--- src/rtl/regfile_arbiter.sv ---
// Round-robin arbiter sharing one dual-port register file between requesters A and B, with a zero-fill clear sweep.
// Latency: grant is combinational; read data/RVALID registered 1 cycle after grant. Sweep takes 2^ADDR_SIZE cycles.
// Backpressure: requesters hold REQ until GNT; CLR or an active sweep stalls all grants. Option: RF_SCRUB_ON_RESET_EN.
module regfile_arbiter #(
  parameter int ADDR_SIZE = 5,
  parameter int DATA_SIZE = 8
) (
  input  logic                 CLK,
  input  logic                 RST,
  input  logic                 CLR,
  input  logic                 A_REQ,
  input  logic                 A_WE,
  input  logic [ADDR_SIZE-1:0] A_ADRX,
  input  logic [ADDR_SIZE-1:0] A_ADRY,
  input  logic [DATA_SIZE-1:0] A_DIN,
  output logic                 A_GNT,
  output logic                 A_RVALID,
  output logic [DATA_SIZE-1:0] A_DX,
  output logic [DATA_SIZE-1:0] A_DY,
  input  logic                 B_REQ,
  input  logic                 B_WE,
  input  logic [ADDR_SIZE-1:0] B_ADRX,
  input  logic [ADDR_SIZE-1:0] B_ADRY,
  input  logic [DATA_SIZE-1:0] B_DIN,
  output logic                 B_GNT,
  output logic                 B_RVALID,
  output logic [DATA_SIZE-1:0] B_DX,
  output logic [DATA_SIZE-1:0] B_DY,
  output logic [ADDR_SIZE-1:0] RAM_ADRX,
  output logic [ADDR_SIZE-1:0] RAM_ADRY,
  output logic [DATA_SIZE-1:0] RAM_DIN,
  output logic                 RAM_WE,
  input  logic [DATA_SIZE-1:0] RAM_DX,
  input  logic [DATA_SIZE-1:0] RAM_DY,
  output logic                 BUSY
);

  localparam logic [0:0] ST_ARB   = 1'b0;
  localparam logic [0:0] ST_CLEAR = 1'b1;
`ifdef RF_SCRUB_ON_RESET_EN
  localparam logic [0:0] ST_RESET = ST_CLEAR;
`else
  localparam logic [0:0] ST_RESET = ST_ARB;
`endif
  localparam logic [ADDR_SIZE:0] CNT_LAST = {1'b0, {ADDR_SIZE{1'b1}}};

  logic [0:0]       state;
  logic             last_b;
  logic [ADDR_SIZE:0] cnt;
  logic             arb_en;

  // last_b=1 means B won the previous grant, so A wins the next tie
  assign arb_en = (state == ST_ARB) && !CLR;
  assign A_GNT  = arb_en && A_REQ && (!B_REQ || last_b);
  assign B_GNT  = arb_en && B_REQ && (!A_REQ || !last_b);
  assign BUSY   = (state == ST_CLEAR);

  always_comb begin
    RAM_WE   = 1'b0;
    RAM_ADRX = '0;
    RAM_ADRY = '0;
    RAM_DIN  = '0;
    if (state == ST_CLEAR) begin
      RAM_WE   = 1'b1;
      RAM_ADRX = cnt[ADDR_SIZE-1:0];
    end else if (A_GNT) begin
      RAM_WE   = A_WE;
      RAM_ADRX = A_ADRX;
      RAM_ADRY = A_ADRY;
      RAM_DIN  = A_DIN;
    end else if (B_GNT) begin
      RAM_WE   = B_WE;
      RAM_ADRX = B_ADRX;
      RAM_ADRY = B_ADRY;
      RAM_DIN  = B_DIN;
    end
  end

  always_ff @(posedge CLK) begin
    if (RST) begin
      state    <= ST_RESET;
      last_b   <= 1'b1;
      cnt      <= '0;
      A_RVALID <= 1'b0;
      B_RVALID <= 1'b0;
      A_DX     <= '0;
      A_DY     <= '0;
      B_DX     <= '0;
      B_DY     <= '0;
    end else begin
      // async-read RAM gives the pre-write value in the grant cycle
      A_RVALID <= A_GNT;
      B_RVALID <= B_GNT;
      if (A_GNT) begin
        A_DX <= RAM_DX;
        A_DY <= RAM_DY;
      end
      if (B_GNT) begin
        B_DX <= RAM_DX;
        B_DY <= RAM_DY;
      end
      if (A_GNT)
        last_b <= 1'b0;
      else if (B_GNT)
        last_b <= 1'b1;

      case (state)
        ST_ARB: begin
          if (CLR) begin
            state <= ST_CLEAR;
            cnt   <= '0;
          end
        end
        default: begin
          if (CLR) begin
            cnt <= '0;
          end else if (cnt == CNT_LAST) begin
            state <= ST_ARB;
            cnt   <= '0;
          end else begin
            cnt <= cnt + 1'b1;
          end
        end
      endcase
    end
  end

endmodule
--- config.mk ---
export PLATFORM = sky130hd
export DESIGN_NAME = regfile_arbiter
export DESIGN_NICKNAME = d
export VERILOG_FILES = /design/src/rtl/regfile_arbiter.sv
export SDC_FILE = /design/constraint.sdc
export NUM_CORES = 1
export LEC_CHECK = 0
export BUFFER_PORTS_ARGS = -buffer_cell sky130_fd_sc_hd__buf_2
export CAP_MARGIN = 20
export CORE_UTILIZATION = 49
export CTS_BUF_LIST = sky130_fd_sc_hd__clkbuf_4
export DETAILED_ROUTE_END_ITERATION = 6
export HOLD_SLACK_MARGIN = 0.06
export PLACE_DENSITY = 0.93
export SETUP_SLACK_MARGIN = 0.2
export SYNTH_ARGS = -nofsm -noshare
export SYNTH_HDL_FRONTEND = slang
export SYNTH_SLANG_ARGS = --single-unit
--- constraint.sdc ---
create_clock -name CLK -period 2.7 [get_ports CLK]
set_clock_uncertainty 0.1 [all_clocks]
set_input_delay 0.54 -clock CLK [delete_from_list [all_inputs] [get_ports CLK]]
set_output_delay 0.54 -clock CLK [all_outputs]
set_load 0.05 [all_outputs]
==> results of run 1 <==
-- routing by layer --
metal | wire (microns) | share of wire [%]
met5 | 0 | 0
met4 | 129 | 2.4
met3 | 470 | 8.8
met2 | 2750 | 52
met1 | 1990 | 37
-- layout by cell type, fill, tap and decap left out, types with 2 or more instances in the layout --
cell,instances
buf_4,20
a22o_2,11
nor2_1,6
o21ai_0,3
clkinv_4,2
nand2b_1,52
nand3_1,3
clkbuf_4,5
buf_6,3
a22o_1,2
mux2i_1,33
dfxtp_1,42
a221o_1,6
buf_2,95
xor2_1,2
and2_1,5
a21oi_1,3
or3b_1,2
-- kinds of logic (layout without fill, tap and decap cells) --
| family | Yosys count | in the layout | share of synthesized area (%) |
|---|---|---|---|
| flops | 42 | 42 | 41.7 |
| mux | 33 | 33 | 16.4 |
| fa+ha+maj | 1 | 1 | 0.620 |
| xor+xnor | 2 | 2 | 0.868 |
| buf+inv | 16 | 130 | 5.89 |
| compound gates | 29 | 29 | 11.6 |
| simple gates | 75 | 75 | 23.0 |
-- where the power goes --
group          switching [W]  leakage, nW  total [W]  internal, W
clock network       0.000183       0.0246   0.000272    0.0000892
registers          0.0000136        0.341   0.000656     0.000642
logic               0.000233         1.02   0.000363     0.000129
total               0.000430         1.39    0.00129     0.000861
-- worst max-delay path, cell delays in order (launching register included) --
cell and delay [ns]:
dfxtp_1 0.36, or3b_1 0.41, a21o_4 0.25, clkinv_2 0.12, a22o_2 0.15, buf_4 0.19
-- area by class of cell --
type                       count  area (sq um)
clock buffer                   5          37.5
clock inverter                 1          3.75
fill                         283          1050
inverter                       3          28.8
multi-input combinational    140          1080
sequential                    42           841
tap                           48          60.1
timing repair buffer         119           679
timing repair inverter         2          13.8
-- per-stage QoR --
step	cells	hold WS, ns	area [sq um]
final	360	0.371	2740
after detailed placement	350	0.363	2600
after global routing	360	0.346	2740
after floorplan	198	0.357	2030
after CTS	359	0.350	2710
after global placement	350	0.357	2600
-- final timing paths --
path         depth (start not counted)  slack (ns)              endpoint
min                                  3        0.37  A_DY[7]$_SDFFE_PP0P_
max reg2reg                          5        1.06  B_DX[5]$_SDFFE_PP0N_
min reg2reg                          2        0.38  A_DY[7]$_SDFFE_PP0P_
max                                  5        0.24            RAM_DIN[3]
-- sequential cells by signal (all words and copies together) (netlist names) --
name / cells
cnt: 6
BUSY: 1
B_DY: 8
B_RVALID: 1
A_DY: 8
B_DX: 8
A_DX: 8
A_RVALID: 1
last_b: 1
-- what timing repair did --
action | 4_1_cts | 5_1_grt
gates resized for setup | 19 | 7
gates cloned | 1 | 1
pin swaps | 0 | 0
setup endpoints to repair | 18 | 19
hold buffers | 0 | 0
setup buffers | 2 | 0
==> metrics.yaml, run 1 <==
cts:
  cts_buffers: 5
  clockBufferDepth: 2
  cts_tree: "built"
  cts.sinks: 42
  clkLatencyLatePin_ns: 0.34
  clkTransAtPathRegs_ns: 0.11
  htreeDepth: 2
  cts_root_buf: "clkbuf_4"
worst_setup_path:
  path_max_fanout: 7
  crit_path_start_kind: "register"
  crit_required_ns: 2.06
  critPathCaptureType: "output port"
  crit_start: "BUSY$_SDFF_PP0_"
  reg2reg_from: "BUSY$_SDFF_PP0_"
  critical_path_class: "reg -> out"
  arrival_ns: 1.82
global_routing:
  top_usage_layer: "met2"
  antenna_found_initial: 0
  use_met2_pct: 46.4
  grt_max_degree: 54
  grtUsageMet1_pct: 23.5
  grt_pass1_vias: 1835
  grt_util_met3_pct: 7.76
  grt_overflow_total: 0
  grt_pass1_wl_mm: 7.84
  grt_use_total_pct: 24.2
place:
  gp_congestion: 0.802
  dp_hpwl_mm: 3.64
  port_buffers: 114
  place_ws_ns: 0.157
floorplanning:
  die_w_microns: 66.2
  initial_utilization_pct: 53.1
  core-area_sq_um: 3800
  die_y_microns: 66.2
  die-area_sq_um: 4380
  ios: 115
  num_rows: 22
finish:
  finish.utilization_pct: 72.2
  nets: 373
  antenna_cells: 0
  area_growth_pct: 36.0
  drive_above_1_share_pct: 45.8
power:
  ir_worst_vdd_mv: 0.291
  p_leak_nw: 1.39
  powerDensity_nw_per_um2: 470
  totalPowerFinal_w: 0.00129
logic_synthesis:
  seq_area_frac_synth_pct: 41.7
  ys_seq_elements: 42
  syn_avg_cell_area_sq_um: 10.2
  synth.most_common_cell: "nand2b_1"
  ys.flop_type: "dfxtp_1"
  async_reset_ff_share_pct: 0
  synthTopCellsByArea: "dfxtp_1 (42%), mux2i_1 (16%), nand2b_1 (16%)"
  yosys-top-cells-count: "nand2b_1 (52), dfxtp_1 (42), mux2i_1 (33)"
  yosys_warnings: 0
  yosysUniqueCellTypes: 30
  synth_area_sq_um: 2020
  synth_edf_count: 0
  syn_nets: 258
  syn-instance-count: 198
  yosys.area.top_type: "dfxtp_1"
  synth_top_area_share_pct: 41.7
sta:
  max_freq_mhz: 407
  fin_ws_ns: 0.240
  slew-limit-headroom_pct: 56.8
  period_needed_ns: 2.46
  grt_setup_unrepaired: "no"
  drv_slew: 0
  hold_viol_final: 0
  tns_ns: 0
  worst_slew_pin_slew_ns: 0.648
  setup_viol: 0
  finalCritPeriodShare_pct: 91.1
route:
  ant_nets: 0
  vias: 1899
  drt_iter0_drc: 98
  wire_per_inst_microns: 14.8
  first_pass_iters: 4
  drc: 0
  drt_wl_total_mm: 5.35
  routed_via_density: 5.28
min_path:
  hp-class: "in -> reg"
  hold_start: "RAM_DY[7]"
run_status:
  outcome: "finished, final reports clean"
flow_run:
  drv_cap: 0
(Power assumes the default switching activity.)
==> inputs of run 2 (changes only) <==
CORE_UTILIZATION = 45   (was 49)
PLACE_DENSITY = 0.87   (was 0.93)
clock period = 2.3 ns   (was 2.7 ns; I/O delays follow)
==> run 2 against run 1 <==
Compared with the run above:
- register-to-register slack got worse by 0.54 ns
- the flow now finishes with violations (setup timing)
- critical path type unchanged
- sequential share of layout area decreased by 2.8 points
- sequential power grew 17%
- core utilization up 0.99 points
- clock power increased by 31%
- first-iteration DRC count is 5.1% lower
- die area grew 8.6%
- largest cell class unchanged
- flip-flop and latch count unchanged
- worst hold slack worse by 0.089 ns
==> metrics.yaml, run 2 (synthesis results as in run 1) <==
sta:
  fin_ws_ns: -0.0159  # was 0.240 ns
  slew-limit-headroom_pct: 56.5  # was 56.8%
  setup_viol: 15  # was 0
  tns_ns: -0.107  # was 0 ns
  max_freq_mhz: 432
  grt_setup_unrepaired: "yes"  # was no
  worst_slew_pin_slew_ns: 0.653  # was 0.648 ns
  period_needed_ns: 2.32
  drv_slew: 0  # unchanged
  hold_viol_final: 0  # unchanged
  finalCritPeriodShare_pct: 101
floorplanning:
  die_w_microns: 69.0  # was 66.2 microns
  die_y_microns: 69.0  # was 66.2 microns
  core-area_sq_um: 4140  # was 3800 sq um
  ios: 115  # unchanged
  initial_utilization_pct: 48.7  # was 53.1%
  die-area_sq_um: 4760  # was 4380 sq um
  num_rows: 23  # was 22
finish:
  drive_above_1_share_pct: 50.0  # was 45.8%
  area_growth_pct: 50.3  # was 36.0%
  antenna_cells: 0  # unchanged
  instances_no_fill: 366  # was 360
  fillers: 294  # was 283
  nets: 375  # was 373
  layout_commonest_cell: "buf_2"  # unchanged
  finish.utilization_pct: 73.2  # was 72.2%
  final_cell_mix: "buf_2 (94), nand2b_1 (52), dfxtp_1 (41)"  # was buf_2 (95), nand2b_1 (52), dfxtp_1 (42)
place:
  gp_congestion: 0.752  # was 0.802
  placed_cells: 354  # was 350
  port_buffers: 114  # unchanged
  place_ws_ns: 0.0137  # was 0.157 ns
  dp_hpwl_mm: 3.55  # was 3.64 mm
min_path:
  min_path_cells: 3  # unchanged
  hold_start: "CLR"  # was RAM_DY[7]
  hold_end: "BUSY$_SDFF_PP0_"  # was A_DY[7]$_SDFFE_PP0P_
  hp-class: "in -> reg"  # unchanged
worst_setup_path:
  reg2reg_from: "BUSY$_SDFF_PP0_"  # unchanged
  r2r_end: "B_DX[3]$_SDFFE_PP0N_"  # was B_DX[5]$_SDFFE_PP0N_
  critPathCaptureType: "output port"  # unchanged
  critical_path_class: "reg -> out"  # unchanged
  crit_start: "BUSY$_SDFF_PP0_"  # unchanged
  r2r_setup_slack_ns: 0.52  # was 1.06 ns
  path_max_fanout: 10  # was 7
  crit_path_start_kind: "register"  # unchanged
  crit_required_ns: 1.74  # was 2.06 ns
  r2r_cells: 6  # was 5
  arrival_ns: 1.76  # was 1.82 ns
route:
  drc: 0  # unchanged
  wire_per_inst_microns: 15.9  # was 14.8 microns
  vias: 1912  # was 1899
  wl_met3_microns: 515  # was 470 microns
  wl_met1_mm: 2.15  # was 1.99 mm
  ant_nets: 0  # unchanged
  drt_iter0_drc: 93  # was 98
  drt_wl_total_mm: 5.80  # was 5.35 mm
  route.met2.wl_mm: 3.04  # was 2.75 mm
  first_pass_iters: 4  # unchanged
  top_layer: "met4"  # unchanged
  routed_via_density: 5.22  # was 5.28
cts:
  cts.sinks: 42  # unchanged
  clkLatencyLatePin_ns: 0.34  # about the same
  clockBufferDepth: 2  # unchanged
  htreeDepth: 2  # unchanged
  cts_tree: "built"  # unchanged
  cts_root_buf: "clkbuf_4"  # unchanged
  cts_buffers: 5  # unchanged
  clkTransAtPathRegs_ns: 0.11  # about the same
global_routing:
  antenna_found_initial: 0  # unchanged
  grt_pass1_vias: 1702  # was 1835
  grt_pass1_wl_mm: 7.75  # was 7.84 mm
  grt_use_total_pct: 22.6  # was 24.2%
  grt_max_degree: 54  # unchanged
  grt_overflow_total: 0  # unchanged
power:
  powerDensity_nw_per_um2: 530  # was 470 nW/um^2
  p_leak_nw: 1.51  # was 1.39 nW
  ir_worst_vdd_mv: 0.390  # was 0.291 mV
run_status:
  outcome: "finished, violations left"  # was finished, final reports clean
  violations: "setup timing"
flow_run:
  drv_cap: 0  # unchanged
[run 2: cell types whose count changed in the layout (fill, tap and decap cells not counted), moves of 6 or more]
| cell | change |
|---|---|
| buf_8 | +15 |
| a221o_2 | +6 |
| a221o_1 | -6 |
| buf_4 | -15 |
| a22o_4 | +12 |
| a22o_2 | -10 |
[run 2: worst max path at each step]
stage	cells after the start	slack (ns)	end
CTS	5	-0.01	RAM_ADRX[0]
detailed placement	6	0.01	RAM_WE
floorplan	6	0.1	RAM_DIN[6]
global placement	6	0.04	RAM_ADRX[4]
global route	5	-0.1	RAM_ADRY[0]
finish	5	-0.02	RAM_ADRY[3]
[run 2: layout make-up]
class,instances,area (sq um),area share [%]
inverter,3,36.3,1.20
tap,50,62.6,2.06
timing repair inverter,3,33.8,1.11
multi-input combinational,140,1180,39.1
clock buffer,6,45.0,1.48
clock inverter,2,8.76,0.289
sequential,42,845,27.8
timing repair buffer,120,818,27.0
[run 2: report_power, final]
group,internal (W),switching (W),total [W]
logic,0.000192,0.000293,0.000485
clock network,0.000127,0.000228,0.000355
registers,0.000754,0.0000150,0.000769
[run 2: repair_timing]
item | 4_1_cts | 5_1_grt
resized for setup | 61 | 3
setup buffers | 0 | 1
pin swaps | 0 | 2
endpoints found under the setup margin | 21 | 21
hold buffers | 0 | 0
gates cloned | 1 | 2
[run 2: worst max-delay path, stage by stage, from the launching register on]
cell	delay, ns
dfxtp_4	0.37
or3b_4	0.39
nand2b_4	0.22
inv_6	0.14
a22o_4	0.16
buf_8	0.14
[run 2: per-layer routing]
metal | GRT usage, % | up-vias
li1 | - | 921
met1 | 23.6 | 892
met2 | 42.4 | 87
met3 | 7.73 | 12
met4 | 6.12 | 0
met5 | 0 | -
[run 2: through the flow]
stage                     cell area, sq um  hold WS, ns  power [W]
final                                 3030        0.282    0.00161
after detailed placement              2710        0.362    0.00120
after global routing                  3030        0.281    0.00168
after CTS                             2980        0.274    0.00160
after floorplan                       2150        0.357    0.00109
after global placement                2710        0.356    0.00119
